<file path="src/rtl/spi_rx_if.sv">
// Port bundle for spi_rx: serial link inputs plus the VALID/READY word port and error pulses.
interface spi_rx_if #(
  parameter int DATA_LENGTH = 8
);
  logic                   MCLK;
  logic                   SS_N;
  logic                   MISO;
  logic                   READY;
  logic [DATA_LENGTH-1:0] DATA;
  logic                   VALID;
  logic                   OVERRUN;
  logic                   FRAME_ERR;

  modport slave (
    input  MCLK, SS_N, MISO, READY,
    output DATA, VALID, OVERRUN, FRAME_ERR
  );

  modport master (
    output MCLK, SS_N, MISO, READY,
    input  DATA, VALID, OVERRUN, FRAME_ERR
  );
endinterface

</file>
<file path="src/rtl/spi_rx.sv">
// SPI mode-0 receiver: samples MISO on MCLK rises while SS_N is low, emits MSB-first words on VALID/READY.
// Optional macro SPI_RX_SYNC_EN adds 2-flop synchronizers on MCLK, SS_N and MISO.
module spi_rx #(
  parameter int DATA_LENGTH = 8
) (
  input  logic     CLK,
  input  logic     RST_N,
  spi_rx_if.slave  bus
);
  localparam int CW = (DATA_LENGTH > 2) ? $clog2(DATA_LENGTH) : 1;
  localparam logic [CW-1:0] LAST = CW'(DATA_LENGTH - 1);

  logic mclk, ss_n, miso;

`ifdef SPI_RX_SYNC_EN
  localparam int ARM = 3;
  logic [1:0] mclk_sy, ss_sy, miso_sy;

  always_ff @(posedge CLK or negedge RST_N) begin
    if (!RST_N) begin
      mclk_sy <= 2'b00;
      ss_sy   <= 2'b11;
      miso_sy <= 2'b00;
    end else begin
      mclk_sy <= {mclk_sy[0], bus.MCLK};
      ss_sy   <= {ss_sy[0],   bus.SS_N};
      miso_sy <= {miso_sy[0], bus.MISO};
    end
  end

  assign mclk = mclk_sy[1];
  assign ss_n = ss_sy[1];
  assign miso = miso_sy[1];
`else
  localparam int ARM = 1;
  assign mclk = bus.MCLK;
  assign ss_n = bus.SS_N;
  assign miso = bus.MISO;
`endif

  typedef enum logic {IDLE, SHIFT} state_t;

  state_t                 state_q, state_d;
  logic                   mclk_q;
  logic [ARM-1:0]         arm_q;
  logic [CW-1:0]          cnt_q;
  logic [DATA_LENGTH-1:0] shift_r, data_q, word;
  logic                   valid_q, ovr_q, ferr_q;
  logic                   rise, shift_en, cnt_clr, ferr_set, done;

  // arm_q keeps an MCLK already high at reset release (or still draining the
  // synchronizer) from being mistaken for a rise.
  assign rise = mclk && !mclk_q && !ss_n && arm_q[ARM-1];
  assign word = {shift_r[DATA_LENGTH-2:0], miso};

  always_ff @(posedge CLK or negedge RST_N) begin
    if (!RST_N) state_q <= IDLE;
    else        state_q <= state_d;
  end

  always_comb begin
    state_d = state_q;
    case (state_q)
      IDLE:    if (!ss_n) state_d = SHIFT;
      SHIFT:   if (ss_n)  state_d = IDLE;
      default: state_d = IDLE;
    endcase
  end

  always_comb begin
    shift_en = rise;
    cnt_clr  = ss_n;
    ferr_set = (state_q == SHIFT) && ss_n && (cnt_q != '0);
    done     = rise && (cnt_q == LAST);
  end

  always_ff @(posedge CLK or negedge RST_N) begin
    if (!RST_N) begin
      mclk_q  <= 1'b0;
      arm_q   <= '0;
      cnt_q   <= '0;
      shift_r <= '0;
      data_q  <= '0;
      valid_q <= 1'b0;
      ovr_q   <= 1'b0;
      ferr_q  <= 1'b0;
    end else begin
      mclk_q <= mclk;
      arm_q  <= (arm_q << 1) | ARM'(1);
      ovr_q  <= 1'b0;
      ferr_q <= ferr_set;

      if (cnt_clr)       cnt_q <= '0;
      else if (shift_en) cnt_q <= (cnt_q == LAST) ? '0 : cnt_q + 1'b1;

      if (shift_en) shift_r <= word;

      // A completing word either lands in a free/draining slot or is dropped.
      if (done) begin
        if (!valid_q || bus.READY) begin
          data_q  <= word;
          valid_q <= 1'b1;
        end else begin
          ovr_q <= 1'b1;
        end
      end else if (valid_q && bus.READY) begin
        valid_q <= 1'b0;
      end
    end
  end

  assign bus.DATA      = data_q;
  assign bus.VALID     = valid_q;
  assign bus.OVERRUN   = ovr_q;
  assign bus.FRAME_ERR = ferr_q;
endmodule

</file>
<file path="src/flat_wrapper.sv">
// flat-port wrapper written by rule: the top's interface ports become plain ports
module spi_rx_flat 
#(
  parameter int DATA_LENGTH = 8
)
  (CLK, RST_N, bus_MCLK, bus_SS_N, bus_MISO, bus_READY, bus_DATA, bus_VALID, bus_OVERRUN, bus_FRAME_ERR);
  spi_rx_if #(.DATA_LENGTH(DATA_LENGTH)) bus_i ();
  input  logic CLK;
  input  logic RST_N;
  input wire logic [$bits(bus_i.MCLK)-1:0] bus_MCLK;
  input wire logic [$bits(bus_i.SS_N)-1:0] bus_SS_N;
  input wire logic [$bits(bus_i.MISO)-1:0] bus_MISO;
  input wire logic [$bits(bus_i.READY)-1:0] bus_READY;
  output wire logic [$bits(bus_i.DATA)-1:0] bus_DATA;
  output wire logic [$bits(bus_i.VALID)-1:0] bus_VALID;
  output wire logic [$bits(bus_i.OVERRUN)-1:0] bus_OVERRUN;
  output wire logic [$bits(bus_i.FRAME_ERR)-1:0] bus_FRAME_ERR;
  assign bus_i.MCLK = bus_MCLK;
  assign bus_i.SS_N = bus_SS_N;
  assign bus_i.MISO = bus_MISO;
  assign bus_i.READY = bus_READY;
  assign bus_DATA = bus_i.DATA;
  assign bus_VALID = bus_i.VALID;
  assign bus_OVERRUN = bus_i.OVERRUN;
  assign bus_FRAME_ERR = bus_i.FRAME_ERR;
  spi_rx #(.DATA_LENGTH(DATA_LENGTH)) u_core (.CLK(CLK), .RST_N(RST_N), .bus(bus_i));
endmodule
</file>
<file path="config.mk">
export PLATFORM = sky130hd
export DESIGN_NAME = spi_rx_flat
export DESIGN_NICKNAME = d
export VERILOG_FILES = /design/src/rtl/spi_rx_if.sv /design/src/rtl/spi_rx.sv /design/src/flat_wrapper.sv
export SDC_FILE = /design/constraint.sdc
export NUM_CORES = 1
export LEC_CHECK = 0
export CAP_MARGIN = 20
export CORE_MARGIN = 2
export CORE_UTILIZATION = 40
export CTS_BUF_LIST = sky130_fd_sc_hd__clkbuf_4
export DETAILED_ROUTE_END_ITERATION = 10
export HOLD_SLACK_MARGIN = 0.15
export PLACE_DENSITY = 0.66
export RECOVER_POWER = 25
export SLEW_MARGIN = 20
export SYNTH_ARGS = -nofsm -noshare
export SYNTH_HDL_FRONTEND = slang
export SYNTH_SLANG_ARGS = --single-unit
</file>
<file path="constraint.sdc">
create_clock -name CLK -period 1.6 [get_ports CLK]
set_clock_uncertainty 0.15 [all_clocks]
set_input_delay 0.16 -clock CLK [delete_from_list [all_inputs] [get_ports CLK]]
set_output_delay 0.16 -clock CLK [all_outputs]
set_load 0.02 [all_outputs]
</file>
---- After elaboration in Yosys (flattened, before gate mapping) ----
Index checks and enable logic that the tools add are counted.
storage, ports and cells
  memories ................................ 0
  flip-flop bits (word level) ............. 24
  memory bits (writable) .................. 0
  bits in latches ......................... 0
  ROM bits ................................ 0
  bits of input ports ..................... 6
  output and inout bits ................... 11
operators by class
  divide/modulo/power cells ............... 0
  magnitude comparators ................... 0
  equal/unequal tests ..................... 2
  bitwise operators ....................... 0
  $mul .................................... 0
  reductions and logical operators ........ 16
  shift-type cells ........................ 0
  add/sub/neg operators ................... 1
  mux-type cells .......................... 9
operators with widths
  kind                 number
  $mux 3               3
  $logic_and 1x1->1    7
  $mux 1               6
  $reduce_and 2->1     2
  $reduce_bool 2->1    2
  $add 3x1->3 const B  1
  $eq 3x3->1 const B   1
  $logic_not 1->1      3
  $reduce_bool 3->1    1
  $ne 2x2->1 const B   1
  $logic_or 1x1->1     1

---- Depth between registers and ports, before layout ----
Gate-level depths: netlist (run 1).
  depth after elaboration ................. 7
  gate-level depth with buffers ........... 5
  mapped depth without buffers ............ 5

---- Worst setup path after synthesis (run 1) ----
OpenSTA, ideal clock, no wires.
  path type ............................... reg-to-reg
  start point ............................. reg u_core.cnt_q[0]
  end point ............................... reg u_core.data_q[0], in the netlist u_core.bus.DATA[0]
  required time ........................... 1.325 ns
  arrival ................................. 1.285 ns
  setup time .............................. 0.125 ns
  buffers on the path ..................... 0
  stages on the path, launching flop included .. 5
  setup slack ............................. 0.040 ns
  cells stage by stage .................... dfrtp_1 -> ha_1 -> ha_1 -> nand3_4 -> mux2_2
between the ends
  cells in the longest elaborated chain, start to end .. 3
RTL lines
  element                            line           text
  from (decl)                        spi_rx.sv:46   logic [CW-1:0] cnt_q;
  from (signal assigned)             spi_rx.sv:94   else if (shift_en) cnt_q <= (cnt_q == LAST) ? '0 : cnt_q + 1'b1;
  $eq 3x3->1                         spi_rx.sv:74   done = rise && (cnt_q == LAST);
  $logic_and 1x1->1                  spi_rx.sv:74
  $reduce_and 2->1 (no source line)  -
  to (signal assigned)               spi_rx.sv:101  data_q <= word;
  to (decl)                          spi_rx.sv:47   logic [DATA_LENGTH-1:0] shift_r, data_q, word;
No other way between the ends.
A chain may end at the register's enable or synchronous reset.

---- Worst setup path after layout (run 1) ----
  start point ............................. reg u_core.cnt_q[0]
  end point ............................... reg u_core.data_q[1], in the netlist u_core.bus.DATA[1]
Same word-level chain as after synthesis.

==> impl_metrics.env, run 1 <==
export IMPL_status="finished, final reports clean"
export IMPL_cpPeakStageDelay_ps=410
export IMPL_drtIter0Drc=6
export IMPL_path_clk_slew_ps=130
export IMPL_synth_nets=74
export IMPL_die_w_um=52.82
export IMPL_root_buffer="clkbuf_4"
export IMPL_nFillCells=197
export IMPL_ios=17
export IMPL_via_per_inst=4.520
export IMPL_rsz0062_at_grt="true"
export IMPL_slew_violations=0
export IMPL_p_comb_share_pct=8.0
export IMPL_dpl_instance_area_um2=1220
export IMPL_post_synth_top_area_fraction_pct=62.99
export IMPL_ant_nets=0
export IMPL_layout_cells_non_filler=123
export IMPL_rows=17
export IMPL_fin_nets=105
export IMPL_clockPowerShare_pct=35.0
export IMPL_ys_types=16
export IMPL_synthCells=65
export IMPL_syn_area_um2=953.4
export IMPL_synthTopCellsByCount="dfrtp_1 (24), mux2_2 (12), inv_1 (4), nand2_1 (4)"
export IMPL_max_cap_viol_count=0
export IMPL_die_h_um=52.82
export IMPL_cts_sinks=24
export IMPL_gp_congestion=0.6477
export IMPL_synth_ff_type="dfrtp_1"
export IMPL_grt_overflow=0
export IMPL_p_leak_nw=0.7368
export IMPL_start_util_pct=42.69
export IMPL_pwr_share_seq_pct=57.0
export IMPL_finalCritPeriodShare_pct=97.61
export IMPL_ys_async_sr_fraction_pct=100.0
export IMPL_fmax_mhz=640.3
export IMPL_min_path_type="in -> reg"
export IMPL_die_area_um2=2790
export IMPL_synthTopCellsByArea="dfrtp_1 (63%), mux2_2 (14%), mux2_4 (4.7%)"
export IMPL_critPathSlowestCell="dfrtp_1"
export IMPL_clock_latency_ps=300
export IMPL_num_vias=556
export IMPL_stdcell_area_um2=1305
export IMPL_port_buffers=16
export IMPL_yosysMostFrequentCell="dfrtp_1"
export IMPL_firstDrtPassIters=2
export IMPL_avgSynthCellArea_um2=14.67
export IMPL_drive_gt1_share_pct=32.63
export IMPL_sw_frac_of_total_pct=19.48
export IMPL_grt_max_degree=25
export IMPL_setup_viol=0
export IMPL_critPathBufInv=0
export IMPL_ys_seq_area_share_pct=62.99
export IMPL_irDropWorstVdd_mv=0.7278
export IMPL_cp_data_arrival_time_ps=1620
export IMPL_wl_per_cell_um=11.63
export IMPL_period_minus_slack_ps=1562
export IMPL_grt_pass1_wl_um=2670
export IMPL_cp_end_kind="flip-flop"
export IMPL_ys_seq_elements=24
export IMPL_required_ps=1650
export IMPL_hold_viol_final=0
export IMPL_power_density_nw_per_um2=925.4
export IMPL_area_growth_pct=36.88
export IMPL_start_kind="flip-flop"
export IMPL_yosysTopAreaCell="dfrtp_1"
export IMPL_crit_chain="ha_1, ha_2, nand3_4, mux2_2"
export IMPL_detailed_place_hpwl_um=994
export IMPL_p_int_uw=972.3
export IMPL_drc_errors=0
export IMPL_fin_hold_ws_ps=338.6
export IMPL_numCtsBuffers=3
export IMPL_cp_top_family="adder cells"
export IMPL_diodes=0
export IMPL_final_util_pct=58.43
export IMPL_wl_um=1431
export IMPL_grt_pass1_vias=637
export IMPL_core_area_um2=2233
export IMPL_cts_tree="built"
export IMPL_antenna_found_initial=0
export IMPL_grtUsageTotal_pct=13.52
export IMPL_ys_warn_count=0
export IMPL_crit_path_max_fanout=8
export IMPL_criticalPathCategory="reg -> reg"
export IMPL_htreeDepth=1
export IMPL_dpl_cell_count=116
export IMPL_p_switching_uw=235.3
export IMPL_clockBufferDepth=2
export IMPL_synth_edf_count=0
## logic make-up (layout without fill, tap and decap cells)
kind of cell | Yosys count | count (layout) | share of synthesized area (%)
buffers and inverters | 6 | 36 | 3.149
muxes | 16 | 16 | 19.95
and+or+nand+nor | 12 | 12 | 7.743
other | 1 | 1 | 0.3933
DFF | 24 | 24 | 62.99
adders and majority gates | 3 | 3 | 3.937
AOI/OAI and AO/OA | 3 | 3 | 1.838
## path summary, 6_finish.rpt
check | to | startpoint | slack, ps | depth (start not counted)
min in group asynchronous | u_core.shift_r[6]$_DFFE_PN0P_ | RST_N | 600 | 3
max in group asynchronous | u_core.shift_r[0]$_DFFE_PN0P_ | RST_N | 480 | 3
min | u_core.shift_r[0]$_DFFE_PN0P_ | bus_MISO | 340 | 2
max reg2reg | u_core.bus.DATA[1]$_DFFE_PN0P_ | u_core.cnt_q[0]$_DFFE_PN0P_ | 40 | 4
min reg2reg | u_core.bus.FRAME_ERR$_DFF_PN0_ | u_core.state_q$_DFF_PN0_ | 340 | 2
max | u_core.bus.DATA[1]$_DFFE_PN0P_ | u_core.cnt_q[0]$_DFFE_PN0P_ | 40 | 4
## metrics by stage
stage / total power [mW] / TNS, ps / setup slack, ps
3_5_place_dp: 0.7981 / -3641 / -255.1
4_1_cts: 1.232 / 0 / 0.6957
2_1_floorplan: 0.7444 / 0 / 39.89
6_report: 1.208 / 0 / 38.26
5_1_grt: 1.273 / -179.5 / -37.99
3_3_place_gp: 0.7904 / -3337 / -228.6
## state kept, by name, indices dropped and copies added, names as in the netlist
name                  count
u_core.shift_r            7
u_core.mclk_q             1
u_core.bus.OVERRUN        1
u_core.cnt_q              3
u_core.bus.DATA           8
u_core.state_q            1
u_core.arm_q              1
u_core.bus.FRAME_ERR      1
u_core.bus.VALID          1
## power groups by stage
stage                     sequential, mW  combinational [mW]  clock (mW)
after floorplan                    0.692              0.0529           0
after global placement             0.699              0.0919           0
after detailed placement           0.703              0.0953           0
after CTS                          0.690               0.100       0.441
after global routing               0.698               0.108       0.467
final                              0.689              0.0964       0.423
## layer usage
metal | wire length (um) | up-vias | global-route usage, % | share of wire [%]
met4 | 17 | 0 | 7.692 | 1.2
met1 | 651 | 266 | 16.42 | 45
li1 | - | 277 | - | -
met3 | 54 | 2 | 2.000 | 3.8
met5 | 0 | - | 0 | 0
met2 | 707 | 11 | 22.71 | 49
## cell usage in the layout, fill, tap and decap left out, drive strengths merged
cell and n:
mux2i 1, buf 9, clkdlybuf4s50 6, dlygate4sd3 2
nand3 1, dlymetal6s2s 5, nor4bb 1, nand2b 2
nand2 4, mux2 15, o31ai 1, bufinv 1
inv 4, nor2 3, dfrtp 24, clkbuf 4
conb 1, dlygate4sd2 5, a21oi 2, ha 3
nand3b 1
## cell type report
class,count,area (um^2),area share [%]
timing repair buffer,28,270.3,20.71
multi-input combinational,35,331.6,25.41
clock buffer,3,22.52,1.726
inverter,4,15.01,1.151
sequential,24,600.6,46.02
clock inverter,1,30.03,2.301
tap,28,35.03,2.685
## what timing repair did
item / CTS / global route
endpoints found under the hold margin: 25 / 0
gates cloned: 0 / 0
endpoints found under the setup margin: 10 / 13
buffers inserted: 1 / 0
gates resized for setup: 6 / 5
hold buffers: 2 / 0
pin swaps: 1 / 1
(Power assumes the default switching activity.)
==> run 2: changes to the inputs <==
- CAP_MARGIN: 20 -> 30
==> results of run 2 <==
Same layout as run 1: the final DEF is identical, and so are final timing and power.
